### src/rtl/noc_tx_injector.sv
// noc_tx_injector: CPU-to-router injection port for one mesh node.
// CPU words tagged with a destination (x,y) are checked, buffered in a small
// circular FIFO and presented to the router's local input as 64-bit flits
// {dst_x[15:0], dst_y[15:0], payload[31:0]} over a valid/ready handshake.
// Illegal destinations are consumed and counted in a saturating drop counter.
// Optional build macro: NOC_TX_TIMEOUT_EN. It enables a stall timer that
// discards the presented flit after TIMEOUT consecutive refused cycles.
module noc_tx_injector #(
    parameter int DEPTH   = 4,
    parameter int MESH_X  = 3,
    parameter int MESH_Y  = 3,
    parameter int LOCAL_X = 1,
    parameter int LOCAL_Y = 1,
    parameter int TIMEOUT = 64
) (
    input  logic                     clk,
    input  logic                     rst,
    input  logic                     cpu_valid,
    input  logic [31:0]              cpu_data,
    input  logic [15:0]              cpu_dst_x,
    input  logic [15:0]              cpu_dst_y,
    output logic                     cpu_ready,
    output logic [63:0]              flit_out,
    output logic                     flit_valid,
    input  logic                     flit_ready,
    output logic [$clog2(DEPTH):0]   fifo_count,
    output logic [7:0]               drop_cnt,
    output logic                     busy
);

    localparam int AW = $clog2(DEPTH);
    localparam int CW = AW + 1;

    typedef enum logic {
        ST_IDLE    = 1'b0,
        ST_PRESENT = 1'b1
    } state_t;

    // Storage and state
    logic [63:0]   r_mem [DEPTH];
    logic [AW-1:0] r_wr_ptr;
    logic [AW-1:0] r_rd_ptr;
    logic [CW-1:0] r_count;
    logic [7:0]    r_drop;
    logic [63:0]   r_flit;
    state_t        r_state;

    // Combinational helpers
    state_t        w_state_next;
    logic          w_load;
    logic          w_accept;
    logic          w_legal;
    logic          w_push;
    logic          w_pop;
    logic          w_illegal_hs;
    logic          w_empty;
    logic          w_fire;
    logic          w_timeout;
    logic [63:0]   w_head;
    logic [8:0]    w_drop_sum;

    // Occupancy-only ready: a full FIFO refuses even if a pop is coming.
    assign cpu_ready    = (r_count < CW'(DEPTH));
    assign w_accept     = cpu_valid && cpu_ready;

    // Destination must be inside the mesh and must not be this node itself.
    assign w_legal      = (cpu_dst_x != 16'd0) && (cpu_dst_x <= 16'(MESH_X)) &&
                          (cpu_dst_y != 16'd0) && (cpu_dst_y <= 16'(MESH_Y)) &&
                          !((cpu_dst_x == 16'(LOCAL_X)) && (cpu_dst_y == 16'(LOCAL_Y)));

    assign w_push       = w_accept && w_legal;
    assign w_illegal_hs = w_accept && !w_legal;
    assign w_empty      = (r_count == '0);
    assign w_fire       = (r_state == ST_PRESENT) && flit_ready;
    assign w_pop        = w_load;

    // Head is read asynchronously so it can be loaded on the same edge it is
    // needed; the FIFO is small, so this maps to distributed storage.
    assign w_head       = r_mem[r_rd_ptr];

`ifdef NOC_TX_TIMEOUT_EN
    localparam int SW = $clog2(TIMEOUT + 1);
    logic [SW-1:0] r_stall;

    // Discard fires on the TIMEOUT-th consecutive refused presentation cycle.
    assign w_timeout = (r_state == ST_PRESENT) && !flit_ready &&
                       (r_stall == SW'(TIMEOUT - 1));

    // Stall timer: counts refused cycles, cleared by handshake, discard or idle.
    always_ff @(posedge clk or negedge rst) begin
        if (!rst) begin
            r_stall <= '0;
        end else if ((r_state != ST_PRESENT) || flit_ready || w_timeout) begin
            r_stall <= '0;
        end else begin
            r_stall <= r_stall + SW'(1);
        end
    end
`else
    assign w_timeout = 1'b0;
`endif

    // FIFO data array write (no reset needed: pointers define validity).
    always_ff @(posedge clk) begin
        if (w_push) begin
            r_mem[r_wr_ptr] <= {cpu_dst_x, cpu_dst_y, cpu_data};
        end
    end

    // FIFO pointers and occupancy; pointers wrap naturally at DEPTH.
    always_ff @(posedge clk or negedge rst) begin
        if (!rst) begin
            r_wr_ptr <= '0;
            r_rd_ptr <= '0;
            r_count  <= '0;
        end else begin
            if (w_push) begin
                r_wr_ptr <= r_wr_ptr + AW'(1);
            end
            if (w_pop) begin
                r_rd_ptr <= r_rd_ptr + AW'(1);
            end
            case ({w_push, w_pop})
                2'b10:   r_count <= r_count + CW'(1);
                2'b01:   r_count <= r_count - CW'(1);
                default: r_count <= r_count;
            endcase
        end
    end

    // Illegal-destination and timeout discards can coincide; add both, saturate.
    assign w_drop_sum = {1'b0, r_drop} + {8'd0, w_illegal_hs} + {8'd0, w_timeout};

    // Saturating drop counter.
    always_ff @(posedge clk or negedge rst) begin
        if (!rst) begin
            r_drop <= '0;
        end else if (w_drop_sum[8]) begin
            r_drop <= 8'hFF;
        end else begin
            r_drop <= w_drop_sum[7:0];
        end
    end

    // Output FSM state register and flit output register.
    always_ff @(posedge clk or negedge rst) begin
        if (!rst) begin
            r_state <= ST_IDLE;
            r_flit  <= '0;
        end else begin
            r_state <= w_state_next;
            if (w_load) begin
                r_flit <= w_head;
            end
        end
    end

    // Next-state: load the head when idle, or on handshake/discard when more is queued.
    always_comb begin
        w_state_next = r_state;
        w_load       = 1'b0;
        case (r_state)
            ST_IDLE: begin
                if (!w_empty) begin
                    w_load       = 1'b1;
                    w_state_next = ST_PRESENT;
                end
            end
            ST_PRESENT: begin
                if (w_fire || w_timeout) begin
                    if (!w_empty) begin
                        w_load = 1'b1;
                    end else begin
                        w_state_next = ST_IDLE;
                    end
                end
            end
            default: begin
                w_state_next = ST_IDLE;
            end
        endcase
    end

    assign flit_out   = r_flit;
    assign flit_valid = (r_state == ST_PRESENT);
    assign fifo_count = r_count;
    assign drop_cnt   = r_drop;
    assign busy       = (r_count != '0) || flit_valid;

endmodule

### config.mk
export PLATFORM = sky130hd
export DESIGN_NAME = noc_tx_injector
export DESIGN_NICKNAME = d
export VERILOG_FILES = /design/src/rtl/noc_tx_injector.sv
export SDC_FILE = /design/constraint.sdc
export NUM_CORES = 1
export LEC_CHECK = 0
export ABC_CLOCK_PERIOD_IN_PS = 2300
export CELL_PAD_IN_SITES_DETAIL_PLACEMENT = 0
export CELL_PAD_IN_SITES_GLOBAL_PLACEMENT = 1
export CORE_MARGIN = 5
export CORE_UTILIZATION = 51
export CTS_BUF_LIST = sky130_fd_sc_hd__clkbuf_4 sky130_fd_sc_hd__clkbuf_8
export CTS_CLUSTER_SIZE = 30
export DETAILED_ROUTE_END_ITERATION = 6
export GPL_ROUTABILITY_DRIVEN = 1
export PLACE_DENSITY = 0.94
export SLEW_MARGIN = 20
export SYNTH_ARGS = -nofsm -noshare
export SYNTH_HDL_FRONTEND = slang
export SYNTH_SLANG_ARGS = --single-unit
### constraint.sdc
create_clock -name clk -period 2.3 [get_ports clk]
set_input_delay 0.23 -clock clk [delete_from_list [all_inputs] [get_ports clk]]
set_output_delay 0.23 -clock clk [all_outputs]
set_load 0.01 [all_outputs]
==> impl_metrics.json <==
{
  "n_antenna_cell": 0,
  "clk_latency_ns": 0.55,
  "critical-path-max-stage-delay_ns": 0.48,
  "crit_path_start_kind": "input pin",
  "grt_start_max_net_pins": 67,
  "yosysSeqAreaShare_pct": 77.2,
  "path_clk_slew_ns": 0.06,
  "syn_area_per_cell_um2": 22.4,
  "finalWirelength_um": 24600,
  "gr-usage-all-layers_pct": 18.1,
  "drv_slew": 0,
  "ant_nets": 0,
  "portBuffers": 145,
  "layout_common_cells": "edfxtp_1 (256), clkdlybuf4s50_1 (144), dfrtp_1 (78), mux2_2 (65), mux4_2 (64)",
  "ys_warn_count": 0,
  "hp-class": "input pin to asynchronous set/reset pin",
  "fp-row-count": 57,
  "startpoint": "cpu_dst_y[3]",
  "layout_commonest_cell": "edfxtp_1",
  "rsz0062_at_grt": "false",
  "cts_buffers": 50,
  "grt_pass1_wl_um": 39600,
  "die_h_um": 167,
  "fillers": 1595,
  "initial_core_util_pct": 51.7,
  "die_w_um": 167,
  "synth_area_um2": 12500,
  "clock-root-buffer": "clkbuf_8",
  "num_vias": 6197,
  "grt_pass1_vias": 7030,
  "ys_ff_latch": 336,
  "p_per_area_nw_per_um2": 1110,
  "end_kind": "register",
  "htree_levels": 2,
  "period_share_pct": 94.8,
  "areaGrowthSynthToFinish_pct": 27.1,
  "synth_nets": 635,
  "cp_slowest_cell": "clkdlybuf4s50_1",
  "grt_remaining_overflow": 0,
  "cts_buffer_depth": 3,
  "place.gp.congestion": 0.758,
  "antenna_found_initial": 0,
  "maxCapViolCount": 0,
  "fin_skew_ns": 0.0176,
  "endpoint": "drop_cnt[7]",
  "hold_violations": 0,
  "netlist_instances": 559,
  "ir_drop_mv": 0.693,
  "dp_hpwl_um": 15900,
  "slew_headroom_pct": 62.3,
  "reg2reg_from": "fifo_count[2]",
  "setup_viol": 0,
  "reg2regPathDepth": 9,
  "wl_per_cell_um": 21.3,
  "period_needed_ns": 2.18,
  "drive_gt1_share_pct": 34.7,
  "rrSetupSlack_ns": 0.40,
  "cts.sinks": 336,
  "worstMarginPinSlew_ns": 0.566,
  "critical_path_class": "input pin to register",
  "first_pass_iters": 4,
  "required_ns": 2.72,
  "r2r-end": "drop_cnt[1]",
  "die_area_um2": 27800,
  "nets": 867,
  "crit_chain": "clkdlybuf4s50_1, nor4_2, buf_4, nand4_1, buf_4, nor3_1, nor2_1, ha_1, ha_1, nand2_1, nand2_1, mux2_2",
  "drc_errors": 0,
  "worstPathArrival_ns": 2.60,
  "first_iter_violations": 346,
  "status": "complete, no violations",
  "cts_tree": "yes",
  "holdWs_ns": 0.209,
  "crit_fanout": 5,
  "fmax_mhz": 459,
  "core-area_um2": 24200,
  "ys_types": 31,
  "p_leak_nw": 5.59,
  "vias_per_cell": 5.37,
  "ios": 146,
  "final.setup.tns_ns": 0
}
==> report_power, final <==
| group | switching [mW] | internal (mW) | total (mW) |
|---|---|---|---|
| registers | 0.635 | 7.25 | 7.89 |
| logic | 1.94 | 3.12 | 5.06 |
| clock network | 2.11 | 2.58 | 4.69 |
| total | 4.69 | 13.0 | 17.6 |
==> metrics by stage <==
stage	utilization [%]	total power [mW]	instance area (um2)	cells	setup slack (ns)
detailed placement	61.5	13.1	14900	1061	-0.555
global route	65.8	18.6	15900	1155	0.0143
global placement	61.5	12.9	14900	1061	-0.445
floorplan	-	10.7	12500	559	-0.0962
CTS	65.7	17.9	15900	1154	0.00931
finish	65.8	17.6	15900	1155	0.120
==> worst max-delay path: cells and delay by family <==
family / cells / cell delay (ns)
adder cells (fa/ha/maj): 2 / 0.44
buffers and inverters: 3 / 0.84
multiplexers: 1 / 0.26
AND/OR/NAND/NOR: 6 / 0.83
==> how the worst min path moves through the flow <==
stage | from | end | slack (ns) | cells after the start
global placement | rst | flit_out[13] | 0.24 | 1
detailed placement | rst | flit_out[13] | 0.26 | 1
finish | rst | flit_out[13] | 0.21 | 2
floorplan | rst | drop_cnt[0] | -0.07 | 0
CTS | rst | flit_out[22] | 0.21 | 2
global route | rst | flit_out[13] | 0.26 | 2
==> repair_timing <==
action	CTS	global route
hold endpoints to repair	35	0
hold buffers	1	0
buffers inserted	0	1
setup endpoints to repair	1	10
gates resized for setup	1	1
pin swaps	0	0
==> routing by layer <==
metal | track usage (%) | wire length (um) | up-vias
li1 | - | - | 2737
met1 | 24.8 | 10400 | 3231
met2 | 30.2 | 12500 | 201
met3 | 4.24 | 1380 | 28
met4 | 4.06 | 287 | 0
met5 | 0 | 0 | -
==> kinds of logic after synthesis <==
logic type | after synthesis | share of synthesized area (%)
xor+xnor | 10 | 0.698
mux | 131 | 17.5
buf+inv | 30 | 1.30
flops | 336 | 77.2
fa+ha+maj | 8 | 0.858
simple gates | 40 | 2.14
compound gates | 4 | 0.239
==> state kept, by name, summed over array words and instances, names as in the netlist <==
register,cells
r_mem,256
flit_out,64
drop_cnt,8
fifo_count,3
r_rd_ptr,2
r_wr_ptr,2
flit_valid,1
==> synthesized netlist by cell type <==
| master | instances | area share (%) |
|---|---|---|
| dfrtp_1 | 80 | 16 |
| inv_1 | 9 | 0.27 |
| mux2i_1 | 1 | 0.080 |
| a21oi_1 | 2 | 0.080 |
| o21ai_0 | 1 | 0.040 |
| nand2b_1 | 2 | 0.10 |
| xnor2_1 | 6 | 0.42 |
| nand2_1 | 10 | 0.30 |
| buf_6 | 4 | 0.36 |
| buf_1 | 4 | 0.12 |
| buf_4 | 4 | 0.24 |
| mux4_2 | 64 | 11 |
| edfxtp_1 | 256 | 61 |
| nand3_2 | 1 | 0.080 |
| nand4bb_1 | 1 | 0.090 |
| nor4_2 | 6 | 0.60 |
| nor2_1 | 5 | 0.15 |
| xor2_1 | 4 | 0.28 |
| nand4_1 | 1 | 0.050 |
| nand3_1 | 5 | 0.20 |
| o221ai_2 | 1 | 0.12 |
| mux2_2 | 65 | 5.8 |
| nor3_1 | 3 | 0.12 |
| and2_2 | 4 | 0.24 |
| nor4_4 | 1 | 0.17 |
| clkbuf_1 | 5 | 0.15 |
| ha_1 | 7 | 0.70 |
| buf_2 | 4 | 0.16 |
| mux2_4 | 1 | 0.12 |
| fa_1 | 1 | 0.16 |
| nor4_1 | 1 | 0.050 |
==> cell type report <==
cell class | count | area [um2] | share of cell area, %
clock buffers | 75 | 926 | 5.81
clock inverters | 17 | 78.8 | 0.494
inverters | 9 | 33.8 | 0.212
multi-input cells | 193 | 2720 | 17.1
flip-flops and latches | 336 | 9700 | 60.8
well taps | 324 | 405 | 2.54
repair buffers | 201 | 2080 | 13.1
(Power assumes the default switching activity.)
==> RTL change 1 (same settings) <==
The parameter `DEPTH` goes from 4 to 8.
--- a/src/rtl/noc_tx_injector.sv
+++ b/src/rtl/noc_tx_injector.sv
@@ -6,7 +6,7 @@
 // Optional build macro: NOC_TX_TIMEOUT_EN. It enables a stall timer that
 // discards the presented flit after TIMEOUT consecutive refused cycles.
 module noc_tx_injector #(
-    parameter int DEPTH   = 4,
+    parameter int DEPTH   = 8,
     parameter int MESH_X  = 3,
     parameter int MESH_Y  = 3,
     parameter int LOCAL_X = 1,
Ports: changed (resized fifo_count); port bits go from 146 to 147. No check against the original RTL was run, so the function may have changed too.
==> RTL change 1 against the original RTL <==
  * Cell area up 73%
  * Power up 70%
  * Setup slack better by 18 ps
  * Critical path depth down 1
  * Cell count up 74%
  * Global-route usage up 1.3 points
  * Sequential cell count up 259
  * Clock skew up 13 ps
  * Core utilization down 3.0 points
  * Synthesized area up 79%
  * Wire length up 88%
==> RTL change 1: results (changes against the original RTL) <==
| Metric | Value |
|---|---|
| Initial antenna violation count | 5 (was 0) |
| WL/cell | 23.1 µm (was 21.3 µm) |
| Met3 GRT Util | 3.79% (was 4.24%) |
| Layout cells sized above 1 | 29.0% (was 34.7%) |
| Unique masters post-synth | 38 (was 31) |
| Worst-path fanout max | 3 (was 5) |
| Leakage | 9.44 nW (was 5.59 nW) |
| Switching share of power | 27.5% (was 26.6%) |
| Reg-to-reg critical path startpoint | fifo_count[3]$_DFFE_PN0P_ (was fifo_count[2]$_DFFE_PN0P_) |
| Worst hold path class | in2reg (was in2async) |
| Clock share of power | 28.9% (was 26.6%) |
| Clock skew | 30.3 ps (was 17.6 ps) |
| Max FFs per register | 512 (was 256) |
| First-pass GRT wire length | 70500 µm (was 39600 µm) |
| Placed cell areas | 25600 µm² (was 14900 µm²) |
| Status | finished, final reports clean (unchanged) |
| Dpl hpwl | 28500 µm (was 15900 µm) |
| Post-synthesis compound-gate area fraction | 1.65% (was 0.239%) |
| Met1 WL | 18100 µm (was 10400 µm) |
| Top cells by area, synth | edfxtp_1 68%, mux4_2 13%, dfrtp_1 9.2% (was edfxtp_1 61%, dfrtp_1 16%, mux4_2 11%) |
| EDFF count, synth | 512 (was 256) |
| Seq/Total Area, Yosys | 77.6% (was 77.2%) |
| Metal2 WL | 24500 µm (was 12500 µm) |
| Mux cell area share after synthesis | 15.9% (was 17.5%) |
| Comb pwr | 8.20 mW (was 5.06 mW) |
| XOR/XNOR Fraction of Synth Area | 0.545% (was 0.698%) |
| Synth Net Count | 1126 (was 635) |
| Largest net degree at the start of global routing | 96 (was 67) |
| Synth Area in Adders | 0.389% (was 0.858%) |
## RTL change 1: worst max-delay path: stages
cell and delay [ps]:
clkdlybuf4s50_1 600, buf_4 230, o221ai_1 370, nor3_1 90
nor2_1 180, ha_1 200, ha_1 190, and3_1 190
and3_1 220, nor2b_1 140, a21oi_1 70
## RTL change 1: cell type report
type / instances / area (µm²) / area share, %
Antenna cell: 5 / 12.5 / 0.0454
Clock buffer: 126 / 1570 / 5.70
Clock inverter: 38 / 269 / 0.976
Inverter: 4 / 15.0 / 0.0545
Multi-Input combinational cell: 401 / 4860 / 17.6
Sequential cell: 595 / 17500 / 63.4
Tap cell: 592 / 741 / 2.69
Timing Repair Buffer: 248 / 2620 / 9.50
## RTL change 1: what timing repair did
item,4_1_cts,5_1_grt
cloned,0,0
hold endpoints to repair,83,14
setup buffers,1,3
gates resized for setup,8,9
setup endpoints to repair,294,513
pin swaps,5,7
hold buffers,1,3
==> RTL change 2 (same flow settings) <==
Without the edit above. Put one more register stage on the output `fifo_count`, without a reset. The value now appears one clock later. The other outputs are not delayed to match.
--- a/src/rtl/noc_tx_injector.sv
+++ b/src/rtl/noc_tx_injector.sv
@@ -183,7 +183,9 @@
 
     assign flit_out   = r_flit;
     assign flit_valid = (r_state == ST_PRESENT);
-    assign fifo_count = r_count;
+    always_ff @(posedge clk) begin
+        fifo_count <= r_count;
+    end
     assign drop_cnt   = r_drop;
     assign busy       = (r_count != '0) || flit_valid;
 
Function: changed (a bounded check fails within 4 cycles, from zero or initial values and one cycle with rst low).
==> RTL change 2 against the original RTL <==
  * Wire length is 2.3% higher
  * Sequential cell count is 3 higher
  * Cell area is 0.49% higher
  * Worst hold slack better by 6.4 ps
  * Highest routed layer unchanged
  * Power is 1.1% higher
  * Setup slack better by 66 ps
  * Largest power group unchanged
  * Combinational power is 0.8% lower
  * Synthesized area is 0.48% higher
  * Clock skew is 5.7 ps lower
  * Synthesized cell count is 0.54% higher
  * Global-route usage hardly changed
==> RTL change 2: results (changes against the original RTL) <==
| Metric | Value |
|---|---|
| DRT Pass-1 Iters | 5 (was 4) |
| Leakage | 5.63 nW (was 5.59 nW) |
| Fmax | 0.473 GHz (was 0.459 GHz) |
| Synth warnings | 0 (unchanged) |
| Placed cell areas | 15000 µm² (was 14900 µm²) |
| Largest Register | r_mem (unchanged) |
| Slew margin rel. | 54.1% (was 62.3%) |
| Total GRT Usage | 18.1% (about the same) |
| Initial antenna violation count | 0 (unchanged) |
| Clock skew | 11.9 ps (was 17.6 ps) |
| Synth top cells by count | 256 x edfxtp_1, 80 x dfrtp_1, 65 x mux2_2 (unchanged) |
| Routed wire length | 25200 µm (was 24600 µm) |
| DR iter-0 viols | 344 (was 346) |
| Layout cells sized above 1 | 35.1% (was 34.7%) |
| Unique masters post-synth | 32 (was 31) |
| IO Port Bufs | 145 (unchanged) |
| Root buf cell | clkbuf_8 (unchanged) |
| Worst hold slack | 216 ps (was 209 ps) |
| Reg-to-reg critical path startpoint | r_count[0]$_DFFE_PN0P_ (was fifo_count[2]$_DFFE_PN0P_) |
| Synth Net Count | 638 (was 635) |
| Via count | 6306 (was 6197) |
| Worst setup path startpoint | cpu_dst_x[6] (was cpu_dst_y[3]) |
| DP Cell Count | 1068 (was 1061) |
| Mean Syn Cell Area | 22.4 µm² (about the same) |
| Delay of the slowest critical-path stage | 510 ps (was 480 ps) |
| Fillers | 1542 (was 1595) |
| First-pass GRT wire length | 39400 µm (was 39600 µm) |
| Post-synth ARST share | 23.6% (was 23.8%) |
| Skew-Pair Late Insertion Delay | 550 ps (about the same) |
| Final setup vio count | 0 (unchanged) |
| Vias in the first global route | 6997 (was 7030) |
| Worst-path fanout max | 6 (was 5) |
| Final GP Congestion | 0.771 (was 0.758) |
| # nets final | 876 (was 867) |
| Place WS | -530 ps (was -555 ps) |
| Vias per cell | 5.42 (was 5.37) |
| Dpl hpwl | 16500 µm (was 15900 µm) |
| CTS H-tree depth | 2 (unchanged) |
| Seq/Total Area, Yosys | 77.3% (was 77.2%) |
| Setup TNS | 0 ps (unchanged) |
| Max FFs per register | 256 (unchanged) |
| Num CTS Buffers | 52 (was 50) |
| Maximum vdd drop | 0.756 mV (was 0.693 mV) |
| Reg2reg path depth | 5 (was 9) |
| CTS Buffer Depth | 3 (unchanged) |
| Largest net degree at the start of global routing | 47 (was 67) |
| Critical path data arrival time | 2540 ps (was 2600 ps) |
| Reg2reg setup slack | 330 ps (was 400 ps) |
| Final Cycle Share | 91.9% (was 94.8%) |
| Status | finished, final reports clean (unchanged) |
| Top cells by area, synth | edfxtp_1 61%, dfrtp_1 16%, mux4_2 11% (unchanged) |
| Worst reg2reg path endpoint | flit_out[6]$_DFFE_PN0P_ (was drop_cnt[1]$_DFF_PN0_) |
| Critical-path top delay cell | clkdlybuf4s50_1 (unchanged) |
-- RTL change 2: changes by cell type in the layout (fill, tap and decap cells not counted), sizes merged --
cell	before	now
clkbuf	75	86
inv	10	9
buf	56	60
dfxtp	0	3
clkinv	16	8
-- RTL change 2: worst max-delay path by stage --
stage / cells after the start / end / slack (ps)
after floorplan: 4 / r_mem[0][0]$_DFFE_PP_ / -100
after global placement: 10 / drop_cnt[7]$_DFF_PN0_ / -440
after detailed placement: 11 / drop_cnt[5]$_DFF_PN0_ / -530
after CTS: 11 / drop_cnt[5]$_DFF_PN0_ / 40
after global routing: 12 / drop_cnt[5]$_DFF_PN0_ / 30
final: 12 / drop_cnt[5]$_DFF_PN0_ / 190
-- RTL change 2: layout make-up --
type	instances	area, µm²	share of cell area (%)
clock buffer	86	1000	6.26
clock inverter	8	32.5	0.203
sequential	339	9760	60.9
tap	324	405	2.53
inverter	9	33.8	0.211
timing repair buffer	205	2080	13.0
multi-input combinational	193	2710	16.9
-- RTL change 2: kinds of logic (layout without fill, tap and decap cells) --
kind of cell | count (synthesis) | count (layout) | share of synthesized area, %
buffers and inverters | 30 | 308 | 1.29
xor gates and xnor gates | 10 | 10 | 0.695
muxes | 131 | 131 | 17.4
adders and majority gates | 8 | 8 | 0.854
AOI/OAI and AO/OA | 4 | 4 | 0.238
DFF | 339 | 339 | 77.3
and+or+nand+nor | 40 | 40 | 2.13
-- RTL change 2: metal layers --
metal  track usage, %  up-vias  wire length, µm
met5                0        -                0
met3             3.56       52             1530
met1             23.8     3283            10100
li1                 -     2745                -
met4             6.28        0              654
met2             30.8      226            12900
-- RTL change 2: worst max-delay path: cells and delay by family --
family / cells / cell delay [ps]
simple gates: 8 / 1190
buf+inv: 2 / 690
fa+ha+maj: 2 / 430
-- RTL change 2: repair_timing --
| item | CTS | global route |
|---|---|---|
| hold buffers | 1 | 0 |
| buffers inserted | 0 | 1 |
| gates resized for setup | 0 | 1 |
| endpoints found under the setup margin | 0 | 10 |
| hold endpoints to repair | 38 | 0 |
-- RTL change 2: power by group --
group | internal [mW] | switching (mW)
combinational | 3.07 | 1.95
clock | 2.73 | 2.11
sequential | 7.33 | 0.649
total | 13.1 | 4.71
